<file path="config.mk">
export PLATFORM = sky130hd
export DESIGN_NAME = enable_axi4_burst_slave_flat
export DESIGN_NICKNAME = d
export VERILOG_FILES = /design/src/rtl/enable_axi4_burst_slave_pkg.sv /design/src/rtl/enable_axi4_burst_slave_if.sv /design/src/rtl/enable_axi4_burst_slave_addr_gen.sv /design/src/rtl/enable_axi4_burst_slave.sv /design/src/flat_wrapper.sv
export SDC_FILE = /design/constraint.sdc
export NUM_CORES = 2
export LEC_CHECK = 0
export BUFFER_PORTS_ARGS = -buffer_cell sky130_fd_sc_hd__buf_4
export CAP_MARGIN = 20
export CORE_MARGIN = 2
export CORE_UTILIZATION = 45
export CTS_CLUSTER_DIAMETER = 120
export DETAILED_ROUTE_END_ITERATION = 7
export PLACE_DENSITY = 0.58
export SETUP_SLACK_MARGIN = 0.1
export SLEW_MARGIN = 5
export SYNTH_ARGS = -nofsm -noshare
export SYNTH_HDL_FRONTEND = slang
export SYNTH_SLANG_ARGS = --single-unit
</file>
<file path="constraint.sdc">
create_clock -name ACLK -period 2.7 [get_ports ACLK]
set_clock_uncertainty 0.15 [all_clocks]
set_input_delay 0.135 -clock ACLK [delete_from_list [all_inputs] [get_ports ACLK]]
set_output_delay 0.135 -clock ACLK [all_outputs]
set_load 0.01 [all_outputs]
</file>
<file path="src/rtl/enable_axi4_burst_slave_pkg.sv">
`default_nettype none
// ============================================================================
// Package : enable_axi_pkg
// Brief   : Shared types, response codes and burst legality check for the
//           enable AXI4 burst slave.
// Rev     : 1.0  initial release
// ============================================================================
package enable_axi_pkg;

  // AXI burst encodings; 2'b11 is reserved and treated as an error
  typedef enum logic [1:0] {
    FIXED = 2'b00,
    INCR  = 2'b01,
    WRAP  = 2'b10
  } burst_t;

  localparam logic [1:0] RESP_OKAY   = 2'b00;
  localparam logic [1:0] RESP_SLVERR = 2'b10;

  typedef enum logic [1:0] {
    W_IDLE = 2'b00,
    W_DATA = 2'b01,
    W_RESP = 2'b10
  } wr_state_t;

  typedef enum logic {
    R_IDLE = 1'b0,
    R_DATA = 1'b1
  } rd_state_t;

  // A burst is serviceable only at full bus width, with a defined burst
  // type, and for WRAP only with a power-of-two beat count of 2..16.
  function automatic logic burst_legal(input logic [7:0] len,
                                       input logic [2:0] size,
                                       input logic [1:0] burst,
                                       input logic [2:0] full_size);
    logic ok;
    ok = (size == full_size) && (burst != 2'b11);
    if (burst == WRAP) begin
      ok = ok && ((len == 8'd1) || (len == 8'd3) || (len == 8'd7) || (len == 8'd15));
    end
    return ok;
  endfunction

endpackage
`default_nettype wire

</file>
<file path="src/rtl/enable_axi4_burst_slave_if.sv">
`default_nettype none
// ============================================================================
// Interface : enable_axi4_burst_slave_if
// Brief     : AXI4 five-channel bundle (no cache/prot/qos/user sidebands).
// Rev       : 1.0  initial release
// ============================================================================
interface enable_axi4_burst_slave_if #(
  parameter int DATA_WIDTH = 32,
  parameter int ID_WIDTH   = 4,
  parameter int ADDR_WIDTH = 8
);
  // write address
  logic [ID_WIDTH-1:0]     AWID;
  logic [ADDR_WIDTH-1:0]   AWADDR;
  logic [7:0]              AWLEN;
  logic [2:0]              AWSIZE;
  logic [1:0]              AWBURST;
  logic                    AWVALID;
  logic                    AWREADY;
  // write data
  logic [DATA_WIDTH-1:0]   WDATA;
  logic [DATA_WIDTH/8-1:0] WSTRB;
  logic                    WLAST;
  logic                    WVALID;
  logic                    WREADY;
  // write response
  logic [ID_WIDTH-1:0]     BID;
  logic [1:0]              BRESP;
  logic                    BVALID;
  logic                    BREADY;
  // read address
  logic [ID_WIDTH-1:0]     ARID;
  logic [ADDR_WIDTH-1:0]   ARADDR;
  logic [7:0]              ARLEN;
  logic [2:0]              ARSIZE;
  logic [1:0]              ARBURST;
  logic                    ARVALID;
  logic                    ARREADY;
  // read data
  logic [ID_WIDTH-1:0]     RID;
  logic [DATA_WIDTH-1:0]   RDATA;
  logic [1:0]              RRESP;
  logic                    RLAST;
  logic                    RVALID;
  logic                    RREADY;

  modport master (
    output AWID, AWADDR, AWLEN, AWSIZE, AWBURST, AWVALID,
    input  AWREADY,
    output WDATA, WSTRB, WLAST, WVALID,
    input  WREADY,
    input  BID, BRESP, BVALID,
    output BREADY,
    output ARID, ARADDR, ARLEN, ARSIZE, ARBURST, ARVALID,
    input  ARREADY,
    input  RID, RDATA, RRESP, RLAST, RVALID,
    output RREADY
  );

  modport slave (
    input  AWID, AWADDR, AWLEN, AWSIZE, AWBURST, AWVALID,
    output AWREADY,
    input  WDATA, WSTRB, WLAST, WVALID,
    output WREADY,
    output BID, BRESP, BVALID,
    input  BREADY,
    input  ARID, ARADDR, ARLEN, ARSIZE, ARBURST, ARVALID,
    output ARREADY,
    output RID, RDATA, RRESP, RLAST, RVALID,
    input  RREADY
  );

endinterface
`default_nettype wire

</file>
<file path="src/rtl/enable_axi4_burst_slave_addr_gen.sv">
`default_nettype none
// ============================================================================
// Module : enable_axi_addr_gen
// Brief  : Next word index for FIXED / INCR / WRAP bursts. INCR rolls over
//          at the top of the array; WRAP stays inside the aligned window of
//          (wrap_len+1) words.
// Rev    : 1.0  initial release
// ============================================================================
module enable_axi_addr_gen
  import enable_axi_pkg::*;
#(
  parameter int IDX_W = 6
) (
  input  logic [IDX_W-1:0] cur_idx,
  input  logic [3:0]       wrap_len,
  input  logic [1:0]       burst,
  output logic [IDX_W-1:0] next_idx
);

  logic [IDX_W-1:0] w_inc;
  logic [IDX_W-1:0] w_mask;

  // Legal WRAP lengths are 2^n-1, so the length doubles as the window mask
  always_comb begin
    w_inc    = cur_idx + 1'b1;
    w_mask   = IDX_W'(wrap_len);
    next_idx = w_inc;
    case (burst)
      FIXED:   next_idx = cur_idx;
      WRAP:    next_idx = (cur_idx & ~w_mask) | (w_inc & w_mask);
      default: next_idx = w_inc;
    endcase
  end

endmodule
`default_nettype wire

</file>
<file path="src/rtl/enable_axi4_burst_slave.sv">
`default_nettype none
// ============================================================================
// Module : enable_axi4_burst_slave
// Brief  : AXI4 burst slave over a DEPTH x DATA_WIDTH register array. Bits
//          NUM_CH-1:0 of word 0 drive the enable outputs, optionally as
//          self-clearing pulses.
// Rev    : 1.0  initial release
// ============================================================================
module enable_axi4_burst_slave
  import enable_axi_pkg::*;
#(
  parameter int DATA_WIDTH = 32,
  parameter int DEPTH      = 64,
  parameter int ID_WIDTH   = 4,
  parameter int ADDR_WIDTH = $clog2(DEPTH * DATA_WIDTH / 8),
  parameter int NUM_CH     = 8,
  parameter int EN_PULSE   = 0
) (
  input  logic                       ACLK,
  input  logic                       ARESETN,
  enable_axi4_burst_slave_if.slave   axi,
  output logic [NUM_CH-1:0]          en_o
);

  localparam int         BYTES     = DATA_WIDTH / 8;
  localparam int         BYTE_SH   = $clog2(BYTES);
  localparam int         IDX_W     = $clog2(DEPTH);
  localparam logic [2:0] FULL_SIZE = 3'(BYTE_SH);

  logic [DATA_WIDTH-1:0] mem [DEPTH];

  // ---------------------------------------------------------------- write --
  wr_state_t           r_wstate;
  wr_state_t           w_wstate_nxt;
  logic [ID_WIDTH-1:0] r_wid;
  logic [IDX_W-1:0]    r_widx;
  logic [IDX_W-1:0]    w_widx_nxt;
  logic [7:0]          r_wlen;
  logic [1:0]          r_wburst;
  logic                r_werr;
  logic [7:0]          r_wcnt;
  logic [1:0]          r_bresp;
  logic                w_aw_hs;
  logic                w_w_hs;
  logic                w_w_final;
  logic                w_mem_we;

  assign w_aw_hs   = (r_wstate == W_IDLE) && axi.AWVALID;
  assign w_w_hs    = (r_wstate == W_DATA) && axi.WVALID;
  assign w_w_final = w_w_hs && (axi.WLAST || (r_wcnt == r_wlen));
  assign w_mem_we  = w_w_hs && !r_werr;

  enable_axi_addr_gen #(.IDX_W(IDX_W)) u_wr_addr (
    .cur_idx  (r_widx),
    .wrap_len (r_wlen[3:0]),
    .burst    (r_wburst),
    .next_idx (w_widx_nxt)
  );

  // Write FSM state register
  always_ff @(posedge ACLK or negedge ARESETN) begin
    if (!ARESETN) r_wstate <= W_IDLE;
    else          r_wstate <= w_wstate_nxt;
  end

  // Write FSM next state and channel handshake outputs
  always_comb begin
    w_wstate_nxt = r_wstate;
    axi.AWREADY  = 1'b0;
    axi.WREADY   = 1'b0;
    axi.BVALID   = 1'b0;
    case (r_wstate)
      W_IDLE: begin
        axi.AWREADY = 1'b1;
        if (axi.AWVALID) w_wstate_nxt = W_DATA;
      end
      W_DATA: begin
        axi.WREADY = 1'b1;
        if (w_w_final) w_wstate_nxt = W_RESP;
      end
      W_RESP: begin
        axi.BVALID = 1'b1;
        if (axi.BREADY) w_wstate_nxt = W_IDLE;
      end
      default: w_wstate_nxt = W_IDLE;
    endcase
  end

  // Write command capture, beat address/count, and response code
  always_ff @(posedge ACLK or negedge ARESETN) begin
    if (!ARESETN) begin
      r_wid    <= '0;
      r_widx   <= '0;
      r_wlen   <= '0;
      r_wburst <= 2'b01;
      r_werr   <= 1'b0;
      r_wcnt   <= '0;
      r_bresp  <= RESP_OKAY;
    end else begin
      if (w_aw_hs) begin
        r_wid    <= axi.AWID;
        r_widx   <= axi.AWADDR[BYTE_SH +: IDX_W];
        r_wlen   <= axi.AWLEN;
        r_wburst <= axi.AWBURST;
        r_werr   <= !burst_legal(axi.AWLEN, axi.AWSIZE, axi.AWBURST, FULL_SIZE);
        r_wcnt   <= '0;
      end
      if (w_w_hs) begin
        r_widx <= w_widx_nxt;
        r_wcnt <= r_wcnt + 8'd1;
      end
      // An early WLAST still closes the burst but flags it
      if (w_w_final) begin
        r_bresp <= (r_werr || (r_wcnt != r_wlen)) ? RESP_SLVERR : RESP_OKAY;
      end
    end
  end

  assign axi.BID   = r_wid;
  assign axi.BRESP = r_bresp;

  // Storage: byte-lane writes; in pulse mode the enable bits of word 0 are
  // cleared every cycle unless a write sets them in that same cycle
  always_ff @(posedge ACLK or negedge ARESETN) begin
    if (!ARESETN) begin
      for (int i = 0; i < DEPTH; i++) mem[i] <= '0;
    end else begin
      if (EN_PULSE != 0) mem[0][NUM_CH-1:0] <= '0;
      if (w_mem_we) begin
        for (int b = 0; b < BYTES; b++) begin
          if (axi.WSTRB[b]) mem[r_widx][b*8 +: 8] <= axi.WDATA[b*8 +: 8];
        end
      end
    end
  end

  assign en_o = mem[0][NUM_CH-1:0];

  // ----------------------------------------------------------------- read --
  rd_state_t             r_rstate;
  rd_state_t             w_rstate_nxt;
  logic [ID_WIDTH-1:0]   r_rid;
  logic [IDX_W-1:0]      r_ridx;
  logic [IDX_W-1:0]      w_ridx_nxt;
  logic [IDX_W-1:0]      w_ar_idx;
  logic [7:0]            r_rlen;
  logic [1:0]            r_rburst;
  logic                  r_rerr;
  logic                  w_ar_err;
  logic [7:0]            r_rcnt;
  logic [DATA_WIDTH-1:0] r_rdata;
  logic [1:0]            r_rresp;
  logic                  w_ar_hs;
  logic                  w_r_hs;
  logic                  w_r_last;

  assign w_ar_hs  = (r_rstate == R_IDLE) && axi.ARVALID;
  assign w_r_hs   = (r_rstate == R_DATA) && axi.RREADY;
  assign w_r_last = (r_rcnt == r_rlen);
  assign w_ar_idx = axi.ARADDR[BYTE_SH +: IDX_W];
  assign w_ar_err = !burst_legal(axi.ARLEN, axi.ARSIZE, axi.ARBURST, FULL_SIZE);

  enable_axi_addr_gen #(.IDX_W(IDX_W)) u_rd_addr (
    .cur_idx  (r_ridx),
    .wrap_len (r_rlen[3:0]),
    .burst    (r_rburst),
    .next_idx (w_ridx_nxt)
  );

  // Read FSM state register
  always_ff @(posedge ACLK or negedge ARESETN) begin
    if (!ARESETN) r_rstate <= R_IDLE;
    else          r_rstate <= w_rstate_nxt;
  end

  // Read FSM next state and channel handshake outputs
  always_comb begin
    w_rstate_nxt = r_rstate;
    axi.ARREADY  = 1'b0;
    axi.RVALID   = 1'b0;
    axi.RLAST    = 1'b0;
    case (r_rstate)
      R_IDLE: begin
        axi.ARREADY = 1'b1;
        if (axi.ARVALID) w_rstate_nxt = R_DATA;
      end
      R_DATA: begin
        axi.RVALID = 1'b1;
        axi.RLAST  = w_r_last;
        if (axi.RREADY && w_r_last) w_rstate_nxt = R_IDLE;
      end
      default: w_rstate_nxt = R_IDLE;
    endcase
  end

  // Read command capture and data prefetch; the array is sampled at the
  // clock edge so a same-cycle write to the word is not yet visible
  always_ff @(posedge ACLK or negedge ARESETN) begin
    if (!ARESETN) begin
      r_rid    <= '0;
      r_ridx   <= '0;
      r_rlen   <= '0;
      r_rburst <= 2'b01;
      r_rerr   <= 1'b0;
      r_rcnt   <= '0;
      r_rdata  <= '0;
      r_rresp  <= RESP_OKAY;
    end else if (w_ar_hs) begin
      r_rid    <= axi.ARID;
      r_ridx   <= w_ar_idx;
      r_rlen   <= axi.ARLEN;
      r_rburst <= axi.ARBURST;
      r_rerr   <= w_ar_err;
      r_rcnt   <= '0;
      r_rdata  <= w_ar_err ? '0 : mem[w_ar_idx];
      r_rresp  <= w_ar_err ? RESP_SLVERR : RESP_OKAY;
    end else if (w_r_hs && !w_r_last) begin
      r_ridx  <= w_ridx_nxt;
      r_rcnt  <= r_rcnt + 8'd1;
      r_rdata <= r_rerr ? '0 : mem[w_ridx_nxt];
    end
  end

  assign axi.RID   = r_rid;
  assign axi.RDATA = r_rdata;
  assign axi.RRESP = r_rresp;

  // Byte-offset address bits carry no information for full-width beats
  logic w_unused;
  assign w_unused = ^{axi.AWADDR, axi.ARADDR};

endmodule
`default_nettype wire

</file>
<file path="src/flat_wrapper.sv">
// flat-port wrapper written by rule: the top's interface ports become plain ports
module enable_axi4_burst_slave_flat import enable_axi_pkg::*;
#(
  parameter int DATA_WIDTH = 32,
  parameter int DEPTH      = 64,
  parameter int ID_WIDTH   = 4,
  parameter int ADDR_WIDTH = $clog2(DEPTH * DATA_WIDTH / 8),
  parameter int NUM_CH     = 8,
  parameter int EN_PULSE   = 0
)
  (ACLK, ARESETN, en_o, axi_AWID, axi_AWADDR, axi_AWLEN, axi_AWSIZE, axi_AWBURST, axi_AWVALID, axi_AWREADY, axi_WDATA, axi_WSTRB, axi_WLAST, axi_WVALID, axi_WREADY, axi_BID, axi_BRESP, axi_BVALID, axi_BREADY, axi_ARID, axi_ARADDR, axi_ARLEN, axi_ARSIZE, axi_ARBURST, axi_ARVALID, axi_ARREADY, axi_RID, axi_RDATA, axi_RRESP, axi_RLAST, axi_RVALID, axi_RREADY);
  enable_axi4_burst_slave_if #(.DATA_WIDTH(DATA_WIDTH), .ID_WIDTH(ID_WIDTH), .ADDR_WIDTH(ADDR_WIDTH)) axi_i ();
  input  logic ACLK;
  input  logic ARESETN;
  output logic [NUM_CH-1:0] en_o;
  input wire logic [$bits(axi_i.AWID)-1:0] axi_AWID;
  input wire logic [$bits(axi_i.AWADDR)-1:0] axi_AWADDR;
  input wire logic [$bits(axi_i.AWLEN)-1:0] axi_AWLEN;
  input wire logic [$bits(axi_i.AWSIZE)-1:0] axi_AWSIZE;
  input wire logic [$bits(axi_i.AWBURST)-1:0] axi_AWBURST;
  input wire logic [$bits(axi_i.AWVALID)-1:0] axi_AWVALID;
  output wire logic [$bits(axi_i.AWREADY)-1:0] axi_AWREADY;
  input wire logic [$bits(axi_i.WDATA)-1:0] axi_WDATA;
  input wire logic [$bits(axi_i.WSTRB)-1:0] axi_WSTRB;
  input wire logic [$bits(axi_i.WLAST)-1:0] axi_WLAST;
  input wire logic [$bits(axi_i.WVALID)-1:0] axi_WVALID;
  output wire logic [$bits(axi_i.WREADY)-1:0] axi_WREADY;
  output wire logic [$bits(axi_i.BID)-1:0] axi_BID;
  output wire logic [$bits(axi_i.BRESP)-1:0] axi_BRESP;
  output wire logic [$bits(axi_i.BVALID)-1:0] axi_BVALID;
  input wire logic [$bits(axi_i.BREADY)-1:0] axi_BREADY;
  input wire logic [$bits(axi_i.ARID)-1:0] axi_ARID;
  input wire logic [$bits(axi_i.ARADDR)-1:0] axi_ARADDR;
  input wire logic [$bits(axi_i.ARLEN)-1:0] axi_ARLEN;
  input wire logic [$bits(axi_i.ARSIZE)-1:0] axi_ARSIZE;
  input wire logic [$bits(axi_i.ARBURST)-1:0] axi_ARBURST;
  input wire logic [$bits(axi_i.ARVALID)-1:0] axi_ARVALID;
  output wire logic [$bits(axi_i.ARREADY)-1:0] axi_ARREADY;
  output wire logic [$bits(axi_i.RID)-1:0] axi_RID;
  output wire logic [$bits(axi_i.RDATA)-1:0] axi_RDATA;
  output wire logic [$bits(axi_i.RRESP)-1:0] axi_RRESP;
  output wire logic [$bits(axi_i.RLAST)-1:0] axi_RLAST;
  output wire logic [$bits(axi_i.RVALID)-1:0] axi_RVALID;
  input wire logic [$bits(axi_i.RREADY)-1:0] axi_RREADY;
  assign axi_i.AWID = axi_AWID;
  assign axi_i.AWADDR = axi_AWADDR;
  assign axi_i.AWLEN = axi_AWLEN;
  assign axi_i.AWSIZE = axi_AWSIZE;
  assign axi_i.AWBURST = axi_AWBURST;
  assign axi_i.AWVALID = axi_AWVALID;
  assign axi_AWREADY = axi_i.AWREADY;
  assign axi_i.WDATA = axi_WDATA;
  assign axi_i.WSTRB = axi_WSTRB;
  assign axi_i.WLAST = axi_WLAST;
  assign axi_i.WVALID = axi_WVALID;
  assign axi_WREADY = axi_i.WREADY;
  assign axi_BID = axi_i.BID;
  assign axi_BRESP = axi_i.BRESP;
  assign axi_BVALID = axi_i.BVALID;
  assign axi_i.BREADY = axi_BREADY;
  assign axi_i.ARID = axi_ARID;
  assign axi_i.ARADDR = axi_ARADDR;
  assign axi_i.ARLEN = axi_ARLEN;
  assign axi_i.ARSIZE = axi_ARSIZE;
  assign axi_i.ARBURST = axi_ARBURST;
  assign axi_i.ARVALID = axi_ARVALID;
  assign axi_ARREADY = axi_i.ARREADY;
  assign axi_RID = axi_i.RID;
  assign axi_RDATA = axi_i.RDATA;
  assign axi_RRESP = axi_i.RRESP;
  assign axi_RLAST = axi_i.RLAST;
  assign axi_RVALID = axi_i.RVALID;
  assign axi_i.RREADY = axi_RREADY;
  enable_axi4_burst_slave #(.DATA_WIDTH(DATA_WIDTH), .DEPTH(DEPTH), .ID_WIDTH(ID_WIDTH), .ADDR_WIDTH(ADDR_WIDTH), .NUM_CH(NUM_CH), .EN_PULSE(EN_PULSE)) u_core (.ACLK(ACLK), .ARESETN(ARESETN), .axi(axi_i), .en_o(en_o));
endmodule
</file>
# Yosys cells after proc, flatten, opt, wreduce, memory -nomap -nowiden
# Index checks and enable logic that the tools add are counted.
[totals]
in_bits = 94
elab_cells = 215
regBits = 2145
output_inout_bits = 58
[classes]
bitwise_logic = 12
n_eq_ne = 25
n_lt_le_gt_ge = 4
n_addsub = 4
mux = 57
n_reduce_logical = 32
[ops]
columns = ["operator", "n"]
rows = [
  ["two-way mux 2048 bit", 7],
  ["bitwise mux 2048 bit", 4],
  ["demux 32 bit (select 6 bit)", 4],
  ["binary-select mux 32 bit (select 6 bit)", 2],
  ["two-way mux 32 bit", 9],
  ["two-way mux 8 bit", 5],
  ["two-way mux 24 bit", 1],
  ["two-way mux 6 bit", 4],
  ["one-hot mux 6 bit (2 select lines)", 2],
  [">= comparator 7 bit, second input constant", 3],
  ["NOT 6 -> 7 bit", 3],
  ["adder 8 x 1 -> 8 bit, second input constant", 2],
  ["equality test 8 x 1 -> 1 bit, second input constant", 2],
  ["equality test 8 x 2 -> 1 bit, second input constant", 2],
  ["equality test 8 x 3 -> 1 bit, second input constant", 2],
  ["equality test 8 x 4 -> 1 bit, second input constant", 2],
  ["equality test 8 bit", 2],
  ["two-way mux 16 bit", 1],
  ["logical AND 1 bit", 13],
  ["adder 6 x 1 -> 6 bit, second input constant", 2],
  ["AND 6 x 4 -> 6 bit", 2],
  ["AND 6 bit", 2],
  ["NOT 4 -> 6 bit", 2],
  ["OR 6 bit", 2],
  ["other kinds (18)", 54],
]

# Depth between registers and ports, before layout
[depth]
ltp_word = 16
depth_mapped = 13
depth_no_buf = 8

# Hierarchy
# Synthesis repeated with hierarchy kept, for this count alone.
[unflattened]
hier_cells = 7961
hier_area_um2 = 114900.2
[by_module_without_submodules]
columns = ["mod", "area_each_um2", "cells_per_inst", "n_inst"]
rows = [
  ["enable_axi4_burst_slave", 114662.5, 7927, 1],
  ["enable_axi_addr_gen", 118.9, 17, 2],
]

# Worst setup path before layout
# OpenSTA, ideal clock, no wires.
[synth_timing]
path_kind = "reg2reg"
startpoint = "register u_core.r_rburst[0]"
endpoint = "register u_core.r_rdata[10], in the netlist u_core.axi.RDATA[10]"
arrival_ns = 2.374
synth_period_minus_slack_ns = 2.650
stages_incl_launch_ff = 12
setup_time_ns = 0.127
setup_slack_ns = 0.050
path_cell_list = "dfstp_2 buf_4 a21oi_4 xnor2_4 buf_12 buf_12 buf_2 clkbuf_1 nand3_1 a32oi_1 and4_1 o31ai_1"
[synth_via]
elab_chain_len = 9
[synth_rtl]
columns = ["element", "line", "source"]
rows = [
  ["from (decl)", "enable_axi4_burst_slave.sv:147", "logic [1:0] r_rburst;"],
  ["from (signal assigned)", "enable_axi4_burst_slave.sv:212", "r_rburst <= axi.ARBURST;"],
  ["equality test 2 bit / logical NOT 2 bit (equally long branches)", "enable_axi4_burst_slave_addr_gen.sv:28", "case (burst)"],
  ["one-hot mux 6 bit (2 select lines) (*)", "enable_axi4_burst_slave_addr_gen.sv:28", ""],
  ["NOT 6 -> 7 bit (not written as such) (*)", "enable_axi4_burst_slave.sv:220", "r_rdata <= r_rerr ? '0 : mem[w_ridx_nxt];"],
  ["binary-select mux 32 bit (select 6 bit) (*)", "enable_axi4_burst_slave.sv:220", ""],
  ["two-way mux 32 bit (not written as such) (*) (2 in a row)", "enable_axi4_burst_slave.sv:220", ""],
  ["two-way mux 32 bit (*)", "enable_axi4_burst_slave.sv:220", ""],
  ["two-way mux 32 bit (*)", "enable_axi4_burst_slave.sv:217", "end else if (w_r_hs && !w_r_last) begin"],
  ["two-way mux 32 bit (*)", "enable_axi4_burst_slave.sv:208", "end else if (w_ar_hs) begin"],
  ["to (signal assigned)", "enable_axi4_burst_slave.sv:215", "r_rdata <= w_ar_err ? '0 : mem[w_ar_idx];"],
  ["to (signal assigned)", "enable_axi4_burst_slave.sv:220", ""],
  ["to (decl)", "enable_axi4_burst_slave.sv:151", "logic [DATA_WIDTH-1:0] r_rdata;"],
]
# Mark *: on every way between the ends. The rest lies on a longest branch, timed or not. The select of a mux whose other input is x is not followed.
# A chain may end at the register's enable or synchronous reset.

# Final worst setup path
[layout_timing]
startpoint = "register u_core.r_rburst[0]"
endpoint = "register u_core.r_rdata[9], in the netlist u_core.axi.RDATA[9]"
# Same word-level chain as after synthesis.

==> run_results.csv <==
group,metric,value,unit
run_status,outcome,"finished with violations",
run_status,violations,"negative setup slack",
timing,max-slew-margin-rel,0.390,
global_routing,antenna_found_initial,31,
worst_setup_path,worst_setup_path_start_kind,"flip-flop",
timing,hold_violations,0,
timing,min_period_over_period,1.12,
synth,synth_area_per_cell,13.2,um^2
route,vias,86500,
route,met1_length,175,mm
timing,worst_pin_slew,0.915,ns
min_path,hp-class,"in2async",
final_layout,multi_input_area,59600,um^2
synth,synth_warnings,0,
worst_setup_path,r2r-end,"u_core.axi.RDATA[9]$_DFFE_PN0P_",
route,wl_met3,41.2,mm
floorplan,placeableCoreArea,256000,um^2
floorplan,dieArea,261000,um^2
worst_setup_path,reg2reg_from,"u_core.r_rburst[0]$_DFFE_PN1P_",
clock_tree,cts_root_buffer,"clkbuf_16",
global_routing,grt_pass1_vias,86200,
power,power.total,128,mW
synth,ys_top_cells_by_count,"2140 x dfrtp_1, 2086 x mux2_2, 1201 x nand2_1",
timing,rsz0062_at_grt,"true",
route,drt-vias-per-instance,6.44,
worst_setup_path,crit_start,"u_core.r_rburst[0]$_DFFE_PN1P_",
final_layout,n_fill_cell,20700,
synth,ys_ff_latch,2142,
power,p_leak,66.9,nW
worst_setup_path,reg2reg_slack,-0.33,ns
route,first_pass_iters,8,
global_routing,grtUsageTotal,0.331,
global_routing,overflow,0,
final_layout,drive_gt1_frac,0.492,
worst_setup_path,ff2ff_path_depth,13,
synth,ys.flop_type,"dfrtp_1",
route,drc,0,
timing,maxSlewViolCount,0,
synth,synth_top_area_share,0.463,
synth,synth_area,116000,um^2
route,drtAntennaViolNets,0,
job,maxCapViolCount,0,
synth,yosysMostFrequentCell,"dfrtp_1",
global_routing,grt_max_degree,145,
worst_setup_path,cp.arrival,3.68,ns
timing,setup_viol_count_final,32,
clock_tree,clk_latency,0.92,ns
clock_tree,clock_path_buffers,3,
final_layout,nets,9940,
clock_tree,cts_tree,"yes",
timing,whs,0.0448,ns
synth,synth_area_leaders,"dfrtp_1 46%, mux2_2 20%, mux4_2 15%",
clock_tree,path_clk_slew,0.06,ns
synth,ys_types,73,
synth,async_flop_share,1.00,
synth,netlist_instances,8743,
timing,fmaxAchievable,330,MHz
timing,finalCriticalPeriod,3.03,ns
floorplan,io-pin-count,152,
route,routed_wl,446,mm
route,top_layer_used,"met5",
floorplan,die_w,511,um
clock_tree,cts_buffers,233,
timing,fin_ws,-0.329,ns
place,numPortBuffers,145,
floorplan,dieHeight,511,um
power,ir_worst_vdd,0.000799,V
route,wl_per_cell,33.2,um
synth,ys_seq_area_frac,0.464,
global_routing,grt_pass1_wl,630,mm
route,route.met2.wl,203,mm
floorplan,num_rows,186,
place,place.gp.congestion,0.946,
synth,synth_enable_flop_cells,0,
place,place_ws,-0.722,ns
clock_tree,cts.sinks,2142,
synth,synth.largest_area_cell,"dfrtp_1",
worst_setup_path,critPathRequiredTime,3.36,ns
power,power_density,894,nW/um^2
final_layout,ff_latch_area,53600,um^2
route,dr.first_iter.drc_count,9900,
worst_setup_path,path_max_fanout,7,
place,dp_hpwl,302,mm
clock_tree,htree_levels,4,
worst_setup_path,cp-end-kind,"flip-flop",
worst_setup_path,crit_type,"reg2reg",
floorplan,start_util,0.451,
final_layout,area_growth,23.9,%
[through the flow]
| step | setup TNS, ns | utilization | std cells | cell area, um^2 |
|---|---|---|---|---|
| after floorplan | 0 | - | 8744 | 116000 |
| after detailed placement | -22.26 | 0.505 | 12600 | 129000 |
| after CTS | -6.92 | 0.550 | 13300 | 141000 |
| after global placement | -17.36 | 0.505 | 12600 | 129000 |
| final | -8.07 | 0.559 | 13400 | 143000 |
| after global routing | -9.77 | 0.559 | 13400 | 143000 |
[worst max-delay path by stage]
stage | to | depth (start not counted) | slack [ns]
2_1_floorplan | u_core.axi.RDATA[29]$_DFFE_PN0P_ | 9 | 0.08
6_report | u_core.axi.RDATA[9]$_DFFE_PN0P_ | 13 | -0.33
3_5_place_dp | u_core.axi.RDATA[6]$_DFFE_PN0P_ | 11 | -0.72
5_1_grt | u_core.axi.RDATA[18]$_DFFE_PN0P_ | 12 | -0.37
4_1_cts | u_core.axi.RDATA[19]$_DFFE_PN0P_ | 13 | -0.26
3_3_place_gp | u_core.axi.RDATA[7]$_DFFE_PN0P_ | 10 | -0.73
[placed cells by master, fill, tap and decap left out, types with 16 or more instances in the layout]
cell	n
dfrtp_1	2131
mux2_2	2081
nand2_1	1162
buf_4	963
mux4_2	759
mux2i_1	485
nand3_1	332
buf_12	297
clkbuf_16	265
dlygate4sd3_1	173
nor2_1	107
buf_6	87
a21oi_1	82
clkbuf_8	62
a32o_1	60
nand4_1	54
clkbuf_1	54
nor3_1	52
o211ai_1	51
o22ai_1	49
a32oi_1	48
clkinv_2	40
nand2_2	36
and3_1	31
o21ai_0	29
buf_16	28
inv_1	24
nor3_2	21
o22a_1	21
o31ai_1	21
and4_4	21
nor2_2	19
a21oi_2	18
a221oi_2	17
xnor2_1	16
buf_8	16
[final cells by class]
type | count | share of cell area
clock inverters | 73 | 0.00592
repair buffers | 1602 | 0.125
flip-flops and latches | 2142 | 0.374
multi-input cells | 5839 | 0.416
well taps | 3384 | 0.0296
diodes | 15 | 0.000262
clock buffers | 351 | 0.0484
inverters | 24 | 0.000629
[worst max-delay path, cell delays in order (launching register included)]
cell and delay, ns:
dfstp_2 0.59, buf_6 0.14, a211o_1 0.17, o21a_4 0.23, buf_6 0.12, buf_12 0.17, buf_12 0.14, buf_4 0.11
mux4_2 0.23, nor2_2 0.05, a21oi_2 0.10, buf_4 0.14, nand4_1 0.24, o31ai_2 0.33
[state kept, by name, summed over array words and instances, names as in the netlist, 4 cells and up, named ones only]
signal / cells
u_core.axi.BID: 4
u_core.axi.RDATA: 32
u_core.axi.RID: 4
u_core.en_o: 8
u_core.mem: 2040
u_core.r_rcnt: 8
u_core.r_ridx: 6
u_core.r_rlen: 8
u_core.r_wcnt: 8
u_core.r_wlen: 8
[where the power goes]
| group | switching (mW) | internal [mW] |
|---|---|---|
| registers | 2.04 | 33.8 |
| clock network | 14.0 | 18.9 |
| logic | 32.0 | 27.3 |
| total | 48.0 | 80.0 |
[kinds of logic (layout without fill, tap and decap cells)]
logic type,count (synthesis),count (layout),synth area share
muxes,3341,3341,0.394
DFF,2142,2142,0.464
and+or+nand+nor,1924,1924,0.0717
buffers and inverters,763,2050,0.0330
AOI/OAI and AO/OA,543,543,0.0345
xor gates and xnor gates,25,25,0.00212
adders and majority gates,4,4,0.000433
other,1,17,0.0000324
[repair_timing]
item                                     CTS  global route
gates cloned                              16            31
buffers inserted                          75            67
endpoints found under the setup margin   484          1086
pin swaps                                 48            88
endpoints found under the hold margin   4280             0
hold buffers                             175             0
gates resized for setup                  196           270
[layer usage]
layer  global-route usage  vias to the layer above
met5                    0                        -
met4                0.171                       22
met3               0.0714                     1034
met2                0.509                     4375
met1                0.442                    45900
li1                     -                    35100
Note: power is estimated with default switching activity, not from simulation.
